## src/rtl/video_crop_hv.sv

```systemverilog
// video_crop_hv: measures active width/height of the incoming frame, gates DE
// to a centred, offsettable HCROP_SIZE x VCROP_SIZE window and recomputes the
// output aspect ratio from both crop factors with a sequential normalising shifter.
module video_crop_hv #(
    parameter int HW   = 12,
    parameter int VW   = 10,
    parameter int ARW  = 12,
    parameter int OFFW = 5
) (
    input  logic            CLK_VIDEO,
    input  logic            RESET_N,
    input  logic            CE_PIXEL,
    input  logic            VGA_VS,
    input  logic            VGA_DE_IN,
    input  logic [ARW-1:0]  ARX,
    input  logic [ARW-1:0]  ARY,
    input  logic [HW-1:0]   HCROP_SIZE,
    input  logic [VW-1:0]   VCROP_SIZE,
    input  logic [OFFW-1:0] HCROP_OFF,
    input  logic [OFFW-1:0] VCROP_OFF,
    output logic            VGA_DE,
    output logic [ARW-1:0]  VIDEO_ARX,
    output logic [ARW-1:0]  VIDEO_ARY,
    output logic            AR_BUSY
);

    localparam int P  = ARW + HW + VW;
    localparam int MW = (HW > VW) ? HW : VW;

    typedef enum logic [1:0] {IDLE, MUL, NORM} ar_state_t;

    ar_state_t      state;
    ar_state_t      state_nxt;

    logic           de_d;
    logic           vs_d;
    logic           vs_rise;
    logic           de_fall;
    logic           ar_start;

    logic [HW-1:0]  hcpt;
    logic [HW-1:0]  hline;
    logic [HW-1:0]  hsize;
    logic [HW-1:0]  hcrop;
    logic [HW-1:0]  hoff;
    logic [VW-1:0]  vcpt;
    logic [VW-1:0]  vsize;
    logic [VW-1:0]  vcrop;
    logic [VW-1:0]  voff;
    logic [MW-1:0]  hoff_nxt;
    logic [MW-1:0]  voff_nxt;

    logic           vde;
    logic           hde;

    logic           ar_pass;
    logic [HW-1:0]  hf;
    logic [VW-1:0]  vf;
    logic [P-1:0]   px_mul;
    logic [P-1:0]   py_mul;
    logic [P-1:0]   px;
    logic [P-1:0]   py;
    logic           load_mul;
    logic           do_shift;
    logic           load_out;
    logic           track;

    // Window start for one axis: centre the window (floor), move it by the
    // signed offset, and saturate so the window stays inside the measured size.
    function automatic logic [MW-1:0] crop_off(input logic [MW-1:0]   size,
                                               input logic [MW-1:0]   crop,
                                               input logic [OFFW-1:0] off);
        logic signed [MW+1:0] s;
        logic signed [MW+1:0] c;
        logic signed [MW+1:0] o;
        logic signed [MW+1:0] adj;
        logic signed [MW+1:0] half;
        logic signed [MW+1:0] room;
        logic        [MW-1:0] r;
        s    = $signed({2'b00, size});
        c    = $signed({2'b00, crop});
        o    = $signed({{(MW + 2 - OFFW){off[OFFW-1]}}, off});
        room = s - c;
        adj  = room + (o <<< 1);
        half = adj >>> 1;
        if (adj < 0) begin
            r = '0;
        end else if (half + c > s) begin
            r = room[MW-1:0];
        end else begin
            r = half[MW-1:0];
        end
        return r;
    endfunction

    assign vs_rise = CE_PIXEL & VGA_VS & ~vs_d;
    assign de_fall = CE_PIXEL & de_d & ~VGA_DE_IN;

    // Pixel/line counting, frame size capture and crop latching at VS rise.
    always_ff @(posedge CLK_VIDEO) begin
        if (!RESET_N) begin
            de_d     <= 1'b0;
            vs_d     <= 1'b0;
            ar_start <= 1'b0;
            hcpt     <= '0;
            hline    <= '0;
            hsize    <= '0;
            hcrop    <= '0;
            vcpt     <= '0;
            vsize    <= '0;
            vcrop    <= '0;
        end else begin
            ar_start <= vs_rise;
            if (CE_PIXEL) begin
                de_d <= VGA_DE_IN;
                vs_d <= VGA_VS;
                if (VGA_DE_IN) begin
                    hcpt <= hcpt + 1'b1;
                end
                if (de_fall) begin
                    hline <= hcpt;
                    hcpt  <= '0;
                    vcpt  <= vcpt + 1'b1;
                end
                if (vs_rise) begin
                    vsize <= vcpt;
                    hsize <= hline;
                    vcpt  <= '0;
                    vcrop <= (VCROP_SIZE == '0 || VCROP_SIZE >= vcpt)  ? '0 : VCROP_SIZE;
                    hcrop <= (HCROP_SIZE == '0 || HCROP_SIZE >= hline) ? '0 : HCROP_SIZE;
                end
            end
        end
    end

    assign hoff_nxt = crop_off(MW'(hsize), MW'(hcrop), HCROP_OFF);
    assign voff_nxt = crop_off(MW'(vsize), MW'(vcrop), VCROP_OFF);

    // Window start positions, recomputed every clock from the latched sizes.
    always_ff @(posedge CLK_VIDEO) begin
        if (!RESET_N) begin
            hoff <= '0;
            voff <= '0;
        end else begin
            hoff <= hoff_nxt[HW-1:0];
            voff <= voff_nxt[VW-1:0];
        end
    end

    // Vertical window enable for the current line.
    always_ff @(posedge CLK_VIDEO) begin
        if (!RESET_N) begin
            vde <= 1'b0;
        end else begin
            vde <= (vcrop == '0) ||
                   (({1'b0, vcpt} >= {1'b0, voff}) &&
                    ({1'b0, vcpt} <  ({1'b0, voff} + {1'b0, vcrop})));
        end
    end

    assign hde = (hcrop == '0) ||
                 (({1'b0, hcpt} >= {1'b0, hoff}) &&
                  ({1'b0, hcpt} <  ({1'b0, hoff} + {1'b0, hcrop})));

    assign VGA_DE = vde & hde & VGA_DE_IN;

    assign ar_pass = (hcrop == '0 && vcrop == '0) || (ARY == '0) ||
                     (hsize == '0) || (vsize == '0);
    assign hf      = (hcrop != '0) ? hcrop : hsize;
    assign vf      = (vcrop != '0) ? vcrop : vsize;
    assign px_mul  = P'(ARX) * P'(hf) * P'(vsize);
    assign py_mul  = P'(ARY) * P'(vf) * P'(hsize);
    assign AR_BUSY = (state != IDLE);

    // AR state register.
    always_ff @(posedge CLK_VIDEO) begin
        if (!RESET_N) begin
            state <= IDLE;
        end else begin
            state <= state_nxt;
        end
    end

    // AR next state and datapath controls; a new frame restarts the calculation.
    always_comb begin
        state_nxt = state;
        load_mul  = 1'b0;
        do_shift  = 1'b0;
        load_out  = 1'b0;
        track     = 1'b0;
        case (state)
            IDLE: begin
                track = ar_pass;
            end
            MUL: begin
                load_mul  = 1'b1;
                state_nxt = (px_mul == '0 && py_mul == '0) ? IDLE : NORM;
            end
            NORM: begin
                if (px[P-1] | py[P-1]) begin
                    load_out  = 1'b1;
                    state_nxt = IDLE;
                end else begin
                    do_shift = 1'b1;
                end
            end
            default: begin
                state_nxt = IDLE;
            end
        endcase
        if (ar_start) begin
            state_nxt = ar_pass ? IDLE : MUL;
            load_out  = 1'b0;
        end
    end

    // Product registers, normalising shift and aspect outputs.
    always_ff @(posedge CLK_VIDEO) begin
        if (!RESET_N) begin
            px        <= '0;
            py        <= '0;
            VIDEO_ARX <= '0;
            VIDEO_ARY <= '0;
        end else begin
            if (load_mul) begin
                px <= px_mul;
                py <= py_mul;
            end else if (do_shift) begin
                px <= {px[P-2:0], 1'b0};
                py <= {py[P-2:0], 1'b0};
            end
            if (load_out) begin
                VIDEO_ARX <= px[P-1:P-ARW];
                VIDEO_ARY <= py[P-1:P-ARW];
            end else if (track) begin
                VIDEO_ARX <= ARX;
                VIDEO_ARY <= ARY;
            end
        end
    end

endmodule

```

## config.mk

```make
export PLATFORM = sky130hd
export DESIGN_NAME = video_crop_hv
export DESIGN_NICKNAME = d
export VERILOG_FILES = /design/src/rtl/video_crop_hv.sv
export SDC_FILE = /design/constraint.sdc
export NUM_CORES = 2
export LEC_CHECK = 0
export CORE_UTILIZATION = 60
export CTS_CLUSTER_SIZE = 10
export DETAILED_ROUTE_END_ITERATION = 6
export HOLD_SLACK_MARGIN = 0.02
export PLACE_DENSITY = 0.88
export SLEW_MARGIN = 20
export SYNTH_ARGS = -nofsm -noshare
export SYNTH_HDL_FRONTEND = slang
export SYNTH_SLANG_ARGS = --single-unit
```

## constraint.sdc

```tcl
create_clock -name CLK_VIDEO -period 33.1 [get_ports CLK_VIDEO]
set_clock_uncertainty 0.2 [all_clocks]
set_input_delay 6.62 -clock CLK_VIDEO [delete_from_list [all_inputs] [get_ports CLK_VIDEO]]
set_output_delay 6.62 -clock CLK_VIDEO [all_outputs]
set_load 0.005 [all_outputs]
```

==> After elaboration in Yosys (flattened, before gate mapping) <==
Index checks and enable logic that the tools add are counted.
{ "op_classes": {"addsub": 10, "multipliers": 4, "n_lt_le_gt_ge": 10, "eq_ne": 4, "muxes": 30, "n_bitwise": 10, "n_reduce_logical": 35} }
{ "op_table": {"columns": ["operator", "n"], "rows": [
  ["34-bit 2-to-1 mux", 4],
  ["12-bit 2-to-1 mux", 9],
  ["34-bit zero test", 2],
  ["10-bit 2-to-1 mux", 5],
  ["12-bit zero test", 4],
  ["22-bit by 12-bit multiplier with 34-bit output", 1],
  ["24-bit by 10-bit multiplier with 34-bit output", 1],
  ["10-bit zero test", 3],
  ["12-bit >= comparator", 2],
  ["12-bit by 12-bit multiplier with 24-bit output", 1],
  ["12-bit by 10-bit multiplier with 22-bit output", 1],
  ["10-bit >= comparator", 2],
  ["13-bit by 13-bit adder with 14-bit output", 1],
  ["13-bit by 6-bit adder with 14-bit output", 1],
  ["14-bit by 13-bit greater-than comparator with 1-bit output", 1],
  ["14-bit by 1-bit < comparator with 1-bit output, second input constant", 1],
  ["12-bit by 12-bit adder with 13-bit output", 1],
  ["12-bit by 13-bit < comparator with 1-bit output", 1],
  ["12-bit by 12-bit subtractor with 13-bit output", 1],
  ["11-bit by 11-bit adder with 12-bit output", 1],
  ["11-bit by 6-bit adder with 12-bit output", 1],
  ["12-bit by 1-bit adder with 12-bit output, second input constant", 1],
  ["12-bit by 11-bit greater-than comparator with 1-bit output", 1],
  ["12-bit by 1-bit < comparator with 1-bit output, second input constant", 1],
  ["other kinds (22)", 56]
]} }
{ "word_totals": {"reg_bits": 198, "in_bits": 61, "word_cells": 121} }

==> Longest topological paths before layout <==
{ "logic_depth": {"ltp_word": 9, "depth_mapped": 50} }

==> Least setup slack after synthesis <==
OpenSTA, ideal clock, no wires.
{ "synth_timing": {"path_type": "input to register", "startpoint": "input ARY[7]", "endpoint": "register state[1]", "setup_time_ns": 0.121, "t_arrival_ns": 16.868, "path_slack_ns": 15.911, "path_stages": 41, "path_cell_list": "clkbuf_1 nand2_1 fa_1 inv_1 fa_1 inv_1 fa_1 inv_1 fa_1 inv_1 fa_1 inv_1 ha_1 and3_1 a2111oi_0 o31ai_1 or2_2 a21oi_1 [5 not listed] inv_1 fa_1 fa_1 inv_1 fa_1 inv_1 ha_1 or2_2 o31ai_1 a21oi_1 a221o_1 a21oi_1 o211ai_1 or4_1 nor4_2 nand4_1 nor4_1 nor2_1"} }
{ "synth_between": {"elab_chain_len": 7} }
{ "synth_rtl": {"columns": ["element", "line_no", "text"], "rows": [
  ["from (decl)", "16", "input logic [ARW-1:0] ARY,"],
  ["12-bit by 10-bit multiplier with 22-bit output", "172", "assign py_mul = P'(ARY) * P'(vf) * P'(hsize);"],
  ["22-bit by 12-bit multiplier with 34-bit output", "172", null],
  ["34-bit zero test", "197", "state_nxt = (px_mul == '0 && py_mul == '0) ? IDLE : NORM;"],
  ["1-bit logical AND", "197", null],
  ["2-bit 2-to-1 mux", "197", null],
  ["2-bit one-hot mux with 3 select lines", "191", "case (state)"],
  ["2-bit 2-to-1 mux", "211", "if (ar_start) begin"],
  ["to (signal assigned)", "180", "state <= state_nxt;"],
  ["to (decl)", "32", "ar_state_t state;"]
]} }
No other way between the ends.
A chain may end at the register's enable or synchronous reset.

==> Worst setup path after layout <==
{ "layout_timing": {"startpoint": "input ARX[0]", "endpoint": "register state[1]"} }
{ "layout_between": {"elab_chain_len": 7} }
{ "layout_rtl": {"columns": ["element", "line_no", "text"], "rows": [
  ["from (decl)", "15", "input logic [ARW-1:0] ARX,"],
  ["12-bit by 12-bit multiplier with 24-bit output", "171", "assign px_mul = P'(ARX) * P'(hf) * P'(vsize);"],
  ["24-bit by 10-bit multiplier with 34-bit output", "171", null],
  ["34-bit zero test", "197", null],
  ["1-bit logical AND", "197", null],
  ["2-bit 2-to-1 mux", "197", null],
  ["2-bit one-hot mux with 3 select lines", "191", null],
  ["2-bit 2-to-1 mux", "211", null]
]} }
No other way between the ends.

==> metrics.cfg <==
[timing]
slew_headroom=0.2292
max_freq_ghz=0.05140
min_period_ns=19.46
hold_viol=0
finalSetupTns_ns=0
finalMaxSlewViolations=0
rsz0062_at_grt=no
setup_slack_ns=13.64
worst_pin_slew_ns=1.156
finalCritPeriodShare=0.5878
finalSetupViolCount=0

[die]
die_area_um2=63610
die_w_um=252.2
dieHeight_um=252.2
design.core.area_um2=61830
initial_core_util=0.6075
io_pins=87
rows=91

[min_path]
hold_path_depth=2
min-delay-start=hline[7]$_SDFFE_PN0P_
hold_end=hline[7]$_SDFFE_PN0P_
hp-class=reg -> reg

[clock_network]
cts_resized=0
hold_buffers=0
clk_pin_slew_ns=0.09
cts_buffer_depth=2
htree_levels=4
clk_latency_ns=0.47
clock_sinks=198
cts_buffers=17
cts_root_buffer=clkbuf_16
cts_tree=done
cts_setup_buffers=0

[place]
pre_cts_ws_ns=13.50
hpwl_mm=80.37
portBuffers=86
place_area_um2=39260
gp_congestion=1.018

[yosys]
yosysTopAreaCell=fa_1
syn_avg_cell_area_um2=8.343
yosysWarningCount=0
syn_nets=5559
synth_cell_types=74
ys_ff_latch=198
ys_seq_area_frac=0.1055
synth.most_common_cell=inv_1
synth_ff_type=dfxtp_1
syn_inst=4502
ys_top_cells_by_count=inv_1, nand2_1, fa_1, ha_1, and2_1
synth_area_um2=37560
synth.area.top_cells=fa_1, ha_1, dfxtp_1, inv_1, nand2_1
synth_edf_count=0
yosysTopAreaCellShare=0.2985
ys_async_sr_fraction=0

[setup_path]
rr_worst_depth=44
rr_startpoint=hcrop[0]$_SDFFE_PN0P_
cpPeakStageDelay_ns=1.18
slowest_stage=clkdlybuf4s50_1
cp.arrival_ns=19.62
critPathLaunchType=primary input
endpoint_kind=flop
cp.required_ns=33.26
crit_fanout=20
critical_path_class=in -> reg
r2r_end=state[1]$_SDFFE_PN0P_
rrSetupSlack_ns=18.64
crit_path_frequent_cell=fa_1

[outcome]
outcome=finished clean

[routing]
ant_nets=0
wire_per_inst_um=18.97
drtIter0Drc=2973
route.vias.total=31680
dr.pass1.iters=6
drcViolationCount=0
avgViaCountPerCell=5.955
routed_wl_mm=100.9

[layout]
layout.nets=5527
post-route-util=0.6454
stdcell_area_um2=39900
fillers=4779
drive_above_1_share=0.03011
diodes=0
area_delta_synth_final_pct=6.226

[power]
ir_drop_mv=0.03495
total_power_uw=774.4
powerDensity_nw_per_um2=19.41
p_leak_nw=20.15

[run]
drv_cap=0

[global_routing]
grt_pass1_wl_mm=166.5
antenna_found_initial=2
grt_pass1_vias=32730
grt_overflow=0
grt_max_degree=91
grt_usage=0.3278

layer usage:
| layer | global-route usage | part of all wire | vias to the layer above |
|---|---|---|---|
| met4 | 0.1577 | 0.053 | 0 |
| met3 | 0.06797 | 0.099 | 338 |
| met5 | 0 | 0 | - |
| li1 | - | - | 14320 |
| met2 | 0.5296 | 0.46 | 1578 |
| met1 | 0.4194 | 0.39 | 15450 |
how the worst max path moves through the flow:
stage                 from                     to  slack (ns)
floorplan           ARY[7]  state[1]$_SDFFE_PN0P_       15.91
global placement    ARX[0]    px[32]$_SDFFE_PN0P_       13.68
detailed placement  ARX[0]    px[32]$_SDFFE_PN0P_       13.50
CTS                 ARX[0]    px[32]$_SDFFE_PN0P_       13.94
global route        ARX[0]    px[32]$_SDFFE_PN0P_       13.23
finish              ARX[0]  state[1]$_SDFFE_PN0P_       13.64
layout make-up:
type / count / area (um^2) / area share
multi-input cells: 3363 / 30150 / 0.7557
flip-flops and latches: 198 / 3964 / 0.09934
inverters: 741 / 2784 / 0.06977
repair buffers: 149 / 1334 / 0.03343
well taps: 837 / 1047 / 0.02625
clock buffers: 17 / 425.4 / 0.01066
clock inverters: 15 / 192.7 / 0.004829
critical path: cells and delay by family:
family | cells | cell delay (ns)
compound gates | 10 | 3.54
xor+xnor | 1 | 0.74
fa+ha+maj | 12 | 5.73
buf+inv | 7 | 1.51
mux | 1 | 0.14
simple gates | 9 | 1.33
cell usage in the layout, fill, tap and decap left out, drive strengths merged, types with 14 or more instances in the layout:
master and n:
nor2 206, buf 63, a22oi 47, nor4 27
dfxtp 198, or3 14, o21a 23, nand2b 37
a21boi 17, nor3 51, ha 436, a211oi 45
clkbuf 17, and3 36, nand2 678, nand3 44
mux2i 43, a221oi 14, xnor2 126, nand4 22
o21ai 78, a21oi 203, xor2 39, a21o 76
nor2b 30, inv 750, a22o 24, fa 560
clkdlybuf4s50 86, o21bai 23, and2 327
power breakdown:
group	internal, mW	switching (mW)
Sequential	0.248	0.00852
Combinational	0.128	0.173
Clock	0.104	0.113
Total	0.480	0.294
through the flow:
step                hold WS, ns  instances
floorplan                0.2321       4502
global placement         0.2459       5288
detailed placement       0.2568       5288
CTS                      0.2683       5320
global route             0.2994       5320
finish                   0.2758       5320
registers in the layout, summed over array words and instances (netlist names), 12 cells and up:
name       count
VIDEO_ARY     12
hcrop         12
px            34
hline         12
hoff          12
hsize         12
hcpt          12
VIDEO_ARX     12
py            34
cell families after synthesis:
| group | share of synthesized area |
|---|---|
| adder cells (fa/ha/maj) | 0.4442 |
| XOR/XNOR | 0.03847 |
| AND/OR/NAND/NOR | 0.1894 |
| AO/OA/AOI/OAI | 0.1168 |
| flip-flops | 0.1055 |
| multiplexers | 0.01146 |
| buffers and inverters | 0.09410 |
Power figures use the tool's default switching activity.
